===== src/rtl/chg_list_fetch.sv =====
// -----------------------------------------------------------------------------
// chg_list_fetch
//
// Upstream sequencer for the Y-matrix update datapath. Walks the change list
// held in a synchronous (1-cycle latency) change memory one entry at a time,
// presents each entry to the Y-update stage and waits for its done pulse
// before fetching the next. Emits a single list_done pulse at list end.
//
// Optional feature macro: CHG_SKIP_ZERO_EN
//   defined   : entries with real==0 and img==0 are not issued; they are
//               counted in skip_cnt instead.
//   undefined : every entry is issued, skip_cnt stays 0.
//
// Ports
//   clock        in   single clock, rising edge
//   reset        in   asynchronous, active-low
//   start        in   list request, sampled only in IDLE
//   chg_count    in   number of entries (ADDR_W+1 bits), latched on start
//   chg_rd_en    out  change-memory read strobe
//   chg_addr     out  change-memory read address
//   chg_rdata    in   read data {row[79:64], col[63:48], real[47:24], img[23:0]}
//   upd_done     in   done pulse from the update stage (used in WAIT_DONE only)
//   chgTxt_*     out  current entry fields
//   entry_valid  out  one-cycle pulse, chgTxt_* hold a new entry
//   entry_idx    out  index of the current entry
//   busy         out  high in every state except IDLE
//   list_done    out  one-cycle pulse at list completion
//   skip_cnt     out  number of skipped entries
// -----------------------------------------------------------------------------
module chg_list_fetch #(
    parameter int ADDR_W = 10
) (
    input  logic              clock,
    input  logic              reset,
    input  logic              start,
    input  logic [ADDR_W:0]   chg_count,
    output logic              chg_rd_en,
    output logic [ADDR_W-1:0] chg_addr,
    input  logic [79:0]       chg_rdata,
    input  logic              upd_done,
    output logic [15:0]       chgTxt_row,
    output logic [15:0]       chgTxt_col,
    output logic [23:0]       chgTxt_real,
    output logic [23:0]       chgTxt_img,
    output logic              entry_valid,
    output logic [ADDR_W:0]   entry_idx,
    output logic              busy,
    output logic              list_done,
    output logic [ADDR_W:0]   skip_cnt
);

    typedef enum logic [2:0] {
        S_IDLE,
        S_FETCH,
        S_WAIT_RD,
        S_ISSUE,
        S_WAIT_DONE,
        S_DONE
    } state_t;

    localparam logic [ADDR_W:0] ONE = {{ADDR_W{1'b0}}, 1'b1};

    state_t            state_q, state_d;
    logic [ADDR_W:0]   cnt_q, cnt_d;
    logic [ADDR_W:0]   idx_q, idx_d;
    logic [ADDR_W:0]   skip_q, skip_d;
    logic [ADDR_W:0]   eidx_q, eidx_d;
    logic [15:0]       row_q, row_d;
    logic [15:0]       col_q, col_d;
    logic [23:0]       re_q, re_d;
    logic [23:0]       im_q, im_d;

    // Output registers, loaded from the next state so each output is a
    // plain flop with no input-to-output combinational path.
    logic              rd_en_q;
    logic [ADDR_W-1:0] addr_q;
    logic              ev_q;
    logic              done_q;
    logic              busy_q;

    logic [ADDR_W:0]   idx_inc;
    logic              last_entry;
    logic              skip_entry;

    // Full-width compare so a count of 2^ADDR_W terminates without wrapping.
    assign idx_inc    = idx_q + ONE;
    assign last_entry = (idx_inc == cnt_q);

`ifdef CHG_SKIP_ZERO_EN
    assign skip_entry = (chg_rdata[47:24] == 24'd0) && (chg_rdata[23:0] == 24'd0);
`else
    assign skip_entry = 1'b0;
`endif

    always_comb begin
        state_d = state_q;
        cnt_d   = cnt_q;
        idx_d   = idx_q;
        skip_d  = skip_q;
        eidx_d  = eidx_q;
        row_d   = row_q;
        col_d   = col_q;
        re_d    = re_q;
        im_d    = im_q;
        case (state_q)
            S_IDLE: begin
                if (start) begin
                    cnt_d   = chg_count;
                    idx_d   = '0;
                    skip_d  = '0;
                    state_d = (chg_count == '0) ? S_DONE : S_FETCH;
                end
            end
            S_FETCH: begin
                state_d = S_WAIT_RD;
            end
            S_WAIT_RD: begin
                if (skip_entry) begin
                    idx_d   = idx_inc;
                    skip_d  = skip_q + ONE;
                    state_d = last_entry ? S_DONE : S_FETCH;
                end else begin
                    row_d   = chg_rdata[79:64];
                    col_d   = chg_rdata[63:48];
                    re_d    = chg_rdata[47:24];
                    im_d    = chg_rdata[23:0];
                    eidx_d  = idx_q;
                    state_d = S_ISSUE;
                end
            end
            S_ISSUE: begin
                // A done pulse here belongs to no issued entry; ignore it.
                state_d = S_WAIT_DONE;
            end
            S_WAIT_DONE: begin
                if (upd_done) begin
                    idx_d   = idx_inc;
                    state_d = last_entry ? S_DONE : S_FETCH;
                end
            end
            S_DONE: begin
                state_d = S_IDLE;
            end
            default: begin
                state_d = S_IDLE;
            end
        endcase
    end

    always_ff @(posedge clock or negedge reset) begin
        if (!reset) begin
            state_q <= S_IDLE;
            cnt_q   <= '0;
            idx_q   <= '0;
            skip_q  <= '0;
            eidx_q  <= '0;
            row_q   <= '0;
            col_q   <= '0;
            re_q    <= '0;
            im_q    <= '0;
            rd_en_q <= 1'b0;
            addr_q  <= '0;
            ev_q    <= 1'b0;
            done_q  <= 1'b0;
            busy_q  <= 1'b0;
        end else begin
            state_q <= state_d;
            cnt_q   <= cnt_d;
            idx_q   <= idx_d;
            skip_q  <= skip_d;
            eidx_q  <= eidx_d;
            row_q   <= row_d;
            col_q   <= col_d;
            re_q    <= re_d;
            im_q    <= im_d;
            rd_en_q <= (state_d == S_FETCH);
            if (state_d == S_FETCH) begin
                addr_q <= idx_d[ADDR_W-1:0];
            end
            ev_q    <= (state_d == S_ISSUE);
            done_q  <= (state_d == S_DONE);
            busy_q  <= (state_d != S_IDLE);
        end
    end

    assign chg_rd_en   = rd_en_q;
    assign chg_addr    = addr_q;
    assign chgTxt_row  = row_q;
    assign chgTxt_col  = col_q;
    assign chgTxt_real = re_q;
    assign chgTxt_img  = im_q;
    assign entry_valid = ev_q;
    assign entry_idx   = eidx_q;
    assign busy        = busy_q;
    assign list_done   = done_q;
    assign skip_cnt    = skip_q;

endmodule


===== config.mk =====
export PLATFORM = sky130hd
export DESIGN_NAME = chg_list_fetch
export DESIGN_NICKNAME = d
export VERILOG_FILES = /design/src/rtl/chg_list_fetch.sv
export SDC_FILE = /design/constraint.sdc
export NUM_CORES = 1
export LEC_CHECK = 0
export CAP_MARGIN = 40
export CORE_MARGIN = 2
export CORE_UTILIZATION = 30
export CTS_BUF_LIST = sky130_fd_sc_hd__clkbuf_4 sky130_fd_sc_hd__clkbuf_8
export DETAILED_ROUTE_END_ITERATION = 10
export PLACE_DENSITY = 0.61
export RECOVER_POWER = 25
export SLEW_MARGIN = 40
export SYNTH_ARGS = -nofsm -noshare
export SYNTH_HDL_FRONTEND = slang
export SYNTH_SLANG_ARGS = --single-unit

===== constraint.sdc =====
create_clock -name clock -period 3.8 [get_ports clock]
set_clock_uncertainty 0.05 [all_clocks]
set_input_delay 0.76 -clock clock [delete_from_list [all_inputs] [get_ports clock]]
set_output_delay 0.76 -clock clock [all_outputs]
set_load 0.05 [all_outputs]

==> results.tsv, run 1 <==
metric	value	unit
critical path class	flop to flop	
GPL Wtd Cong	0.835	
Fmax	0.334	GHz
Clk Latency, worst-skew pair	0.44	ns
CTS tree	done	
fin crit share	78.9	%
worst min path class	input pin to asynchronous set/reset pin	
# diodes	0	
Critical Path RT	4.07	ns
Worst Path Max Fanout	11	
CP top delay family	compound AO/OA/AOI/OAI gates	
most frequent cells in the layout	clkdlybuf4s50_1 (198), dfrtp_1 (130), mux2_2 (103)	
CTS Sinks	130	
Post-Syn Area per Cell	13.8	um2
Cell Area, Placed	0.00769	mm2
CP Cell Sequence	ha_1, and3_4, nand3_1, a2111oi_2, nand4_1, o41a_1, mux2_4	
setup TNS	0	ns
cts hold-fix bufs	0	
max_cap viols	1	
Clk pin slew, worst setup/hold paths	0.08	ns
RSZ-0062 raised after global routing	no	
most common cell after layout, fill and taps aside	clkdlybuf4s50_1	
routed wire length per instance	16.5	um
status	finished, violations left	
TritonRoute pass-1 iters	4	
Largest stage delay, worst path	0.73	ns
CTS root buf	clkbuf_8	
count of final hold-check violations	0	
worst slew pin tran	1.75	ns
total gr overflow	0	
final setup violation count	0	
most common flop cell mapped by yosys	dfrtp_1	
Final Util	45.2	%
largest net degree at the start of global routing	72	
vias in the first global route	4343	
Initial Utilization	30.6	%
row cnt	49	
die span in y	139	um
Die Wd	139	um
antenna-violating nets left	0	
Max Slew Vio Count	72	
first-pass GRT wire length	22700	um
Final Power	7.90	mW
final WL	13900	um
async set-reset flop share out of synthesis	100	%
sequential share of the synthesized area	59.1	%
LEAKAGE	3.36	nW
Post-Syn Instances	398	
worst-case clock buffer depth	2	
Clock H-tree levels	4	
Netlist cell types	48	
postcts setup bufs	0	
initial antenna violation count	0	
DP HPWL	9990	um
failing checks	max-capacitance violations, max-slew violations	
Inserted Clock Buffers	17	
startpoint types	flop	
CP endpoint kind	flop	
Total GRT Usage	14.7	%
# port buffers	199	
ratio of cells with drive above 1 in the final layout	26.4	%
total die area	0.0194	mm2
worst vdd ir	0.000596	V
core area	0.0180	mm2
Layout Nets	694	
Syn. warnings	0	
# IOs	211	
final instance area	0.00813	mm2
Critical-path top delay cell	o41a_1	
clock period minus worst slack	3.00	ns
EDFF count, synth	0	
Critical Path AT	3.27	ns
#FFs+latches synth	130	
# DRC	0	
Area Overhead vs Synth	47.7	%
number of vias per cell	4.73	
relative slew slack	-16.7	%
routed vias	3969	
Worst Path Buf+Inv	0	
Iteration-0 DRC Markers	134	
power per cell area	972	mW/mm2
post_cts resized	0	
Netlist Area Pre-Place	0.00550	mm2
## per-layer routing
metal,share of wire (%),global-route usage [%],wire length (um),up-vias
met5,0,0,0,-
met4,2.0,5.26,278,0
li1,-,-,-,1800
met2,50,24.6,6910,173
met3,11,7.67,1460,21
met1,38,16.1,5250,1975
## cells by family (layout without fill, tap and decap cells)
family / Yosys count / in the layout / synth area share, %
XOR/XNOR: 11 / 11 / 1.75
multiplexers: 112 / 112 / 23.5
buffers and inverters: 36 / 239 / 3.57
adder cells (fa/ha/maj): 1 / 1 / 0.227
AND/OR/NAND/NOR: 66 / 66 / 6.53
AO/OA/AOI/OAI: 41 / 41 / 5.25
flip-flops: 130 / 130 / 59.1
other: 1 / 11 / 0.0682
## path summary, 6_finish.rpt
| path | startpoint | endpoint | slack (ns) | depth (start not counted) |
|---|---|---|---|---|
| max | idx_q[0] | chg_addr[3] | 0.80 | 7 |
| min | reset | chg_addr[3] | 0.23 | 1 |
| max reg2reg | idx_q[0] | chg_addr[3] | 0.80 | 7 |
| min reg2reg | chgTxt_row[14] | chgTxt_row[14] | 0.46 | 1 |
| max in group asynchronous | reset | chgTxt_real[2] | 1.38 | 2 |
| min in group clock | chgTxt_row[14] | chgTxt_row[14] | 0.46 | 1 |
## registers in the layout, summed over array words and instances (netlist names), 3 cells and up
name and cells:
chgTxt_img 24, chg_addr 10, idx_q 11, chgTxt_row 16, chgTxt_col 16, entry_idx 11, chgTxt_real 24, cnt_q 11
state_q 3
## metrics by stage
step / std cells / hold slack (ns) / setup slack [ns]
floorplan: 408 / 0.414 / 1.19
global placement: 808 / 0.440 / 0.640
detailed placement: 808 / 0.444 / 0.613
CTS: 840 / 0.240 / 0.796
global route: 840 / 0.252 / 0.638
finish: 840 / 0.234 / 0.803
## where the power goes
group          internal [mW]  total (mW)  switching, mW
clock network          0.770        1.35          0.581
logic                   1.69        4.24           2.55
registers               1.95        2.31          0.356
total                   4.42        7.90           3.48
## cell usage after synthesis, types with 2 or more instances
cell type / number / area (um2)
nor3b_1: 2 / 15.0
and3_2: 2 / 15.0
a31oi_1: 3 / 18.8
nand2b_1: 3 / 18.8
mux2_2: 103 / 1160
nand2_1: 18 / 67.6
and3_4: 2 / 22.5
nand3b_1: 3 / 22.5
a211oi_1: 2 / 15.0
o211a_1: 2 / 20.0
o21ai_0: 17 / 85.1
dfrtp_1: 130 / 3250
nand3_1: 8 / 40.0
buf_4: 12 / 90.1
mux2_4: 8 / 120
nor4_1: 2 / 12.5
nor3_1: 3 / 15.0
xnor2_1: 10 / 87.6
inv_1: 3 / 11.3
nor2_1: 12 / 45.0
o31ai_1: 4 / 30.0
nand4_1: 3 / 18.8
buf_6: 2 / 22.5
clkbuf_1: 18 / 67.6
nor2b_1: 2 / 12.5
o41ai_1: 2 / 17.5
## final cells by class
cell class / instances / area (um2)
inverter: 3 / 11.3
clock buffer: 20 / 275
tap: 229 / 287
clock inverter: 12 / 179
multi-input combinational: 242 / 2090
fill: 1652 / 9840
sequential: 130 / 3250
timing repair buffer: 204 / 2030
(Power assumes the default switching activity.)
==> run 2, diff against run 1 <==
==> constraint.sdc (replaced) <==
create_clock -name clock -period 2.85 [get_ports clock]
set_clock_uncertainty 0.05 [all_clocks]
set_input_delay 0.57 -clock clock [delete_from_list [all_inputs] [get_ports clock]]
set_output_delay 0.57 -clock clock [all_outputs]
set_load 0.05 [all_outputs]
==> results.tsv, run 2 (synthesis results as in run 1) <==
metric	value	unit
status	finished, violations left	
failing checks	max-capacitance violations, max-slew violations	
TritonRoute pass-1 iters	4	
# IOs	211	
initial antenna violation count	0	
row cnt	49	
final WL	14400	um
critical path class	flop to flop	
Total GRT Usage	15.3	%
power share of the combinational group	55.3	%
Iteration-0 DRC Markers	168	
Largest stage delay, worst path	0.51	ns
Layout Nets	708	
fin crit share	94.5	%
Seq pwr share	29.5	%
Max Slew Vio Count	45	
GPL Wtd Cong	0.876	
WHS Path Cells	1	
Worst Path Max Fanout	7	
antenna-violating nets left	0	
Net Sw Power	4.68	mW
# diodes	0	
Area Overhead vs Synth	49.1	%
Clk pin slew, worst setup/hold paths	0.08	ns
most common cell after layout, fill and taps aside	clkdlybuf4s50_1	
number of vias per cell	4.69	
Worst Path Buf+Inv	1	
DP HPWL	10600	um
relative slew slack	-47.2	%
startpoint types	flop	
P_int	5.72	mW
clock network fraction of total power	15.2	%
total die area	0.0194	mm2
Inserted Clock Buffers	17	
postcts setup bufs	0	
Sw Share	45.0	%
Reg area	0.00325	mm2
Worst path depth	8	
Critical Path RT	3.12	ns
routed wire length per instance	16.8	um
worst slew pin tran	2.21	ns
max_cap viols	1	
worst-case clock buffer depth	2	
Fill cells	1626	
count of final hold-check violations	0	
first-pass GRT wire length	23300	um
Final Util	45.7	%
area of the multi-input gates	0.00209	mm2
vias in the first global route	4308	
die span in y	139	um
worst-case reg-to-reg path depth	8	
Critical Path AT	2.96	ns
Die Wd	139	um
Clock H-tree levels	4	
total gr overflow	0	
worst min path class	flop to flop	
Initial Utilization	30.6	%
cts hold-fix bufs	0	
CTS tree	done	
final setup violation count	0	
RSZ-0062 raised after global routing	no	
core area	0.0180	mm2
LEAKAGE	3.41	nW
CP top delay family	compound AO/OA/AOI/OAI gates	
Critical-path top delay cell	o41a_1	
routed vias	4002	
most frequent cells in the layout	clkdlybuf4s50_1 (198), dfrtp_1 (130), mux2_2 (103)	
Clk Latency, worst-skew pair	0.43	ns
CTS root buf	clkbuf_8	
largest net degree at the start of global routing	84	
worst vdd ir	0.000761	V
CTS Sinks	130	
# DRC	0	
clock period minus worst slack	2.69	ns
# port buffers	199	
Fmax	0.371	GHz
ratio of cells with drive above 1 in the final layout	27.8	%
power per cell area	1270	mW/mm2
CP endpoint kind	flop	
post_cts resized	0	
setup TNS	0	ns
CP Cell Sequence	ha_1, xnor2_1, nand3_1, a2111oi_2, nand4_1, o41a_1, buf_4, mux2_4	
run 2: layer usage:
metal | part of all wire (%) | global-route usage [%]
met5 | 0 | 0
met4 | 2.7 | 6.38
met1 | 38 | 17.2
met3 | 10 | 6.95
met2 | 49 | 25.2
run 2: worst paths after layout:
kind,start,endpoint,slack [ns]
max,idx_q[1],chg_addr[0],0.16
min,chgTxt_row[12],chgTxt_row[12],0.46
max reg2reg,idx_q[1],chg_addr[0],0.16
min reg2reg,chgTxt_row[12],chgTxt_row[12],0.46
max in group asynchronous,reset,chgTxt_img[2],0.47
min in group asynchronous,reset,chg_addr[3],0.88
run 2: per-stage QoR:
stage,instances,cell area (um2),hold slack [ns],power (mW),worst slack (ns)
2_1_floorplan,408,5540,0.224,6.96,0.243
5_1_grt,854,8200,0.475,11.0,0.0234
4_1_cts,854,8210,0.000431,10.6,0.129
3_5_place_dp,822,7800,0.445,8.91,0.128
3_3_place_gp,822,7800,0.440,8.83,0.186
6_report,854,8200,0.459,10.4,0.157
run 2: final cells by class:
| cell class | count | share of cell area [%] |
|---|---|---|
| Timing Repair Buffer | 218 | 26.3 |
| Multi-Input combinational cell | 242 | 25.5 |
| Tap cell | 229 | 3.49 |
| Clock buffer | 18 | 3.02 |
| Sequential cell | 130 | 39.7 |
| Inverter | 3 | 0.137 |
| Clock inverter | 14 | 1.86 |
run 2: power groups by stage:
stage	logic (mW)	registers (mW)	clock network, mW
CTS	5.82	3.09	1.65
detailed placement	5.80	3.11	0
finish	5.75	3.07	1.58
global route	6.05	3.19	1.74
global placement	5.75	3.08	0
floorplan	1.74	5.22	0
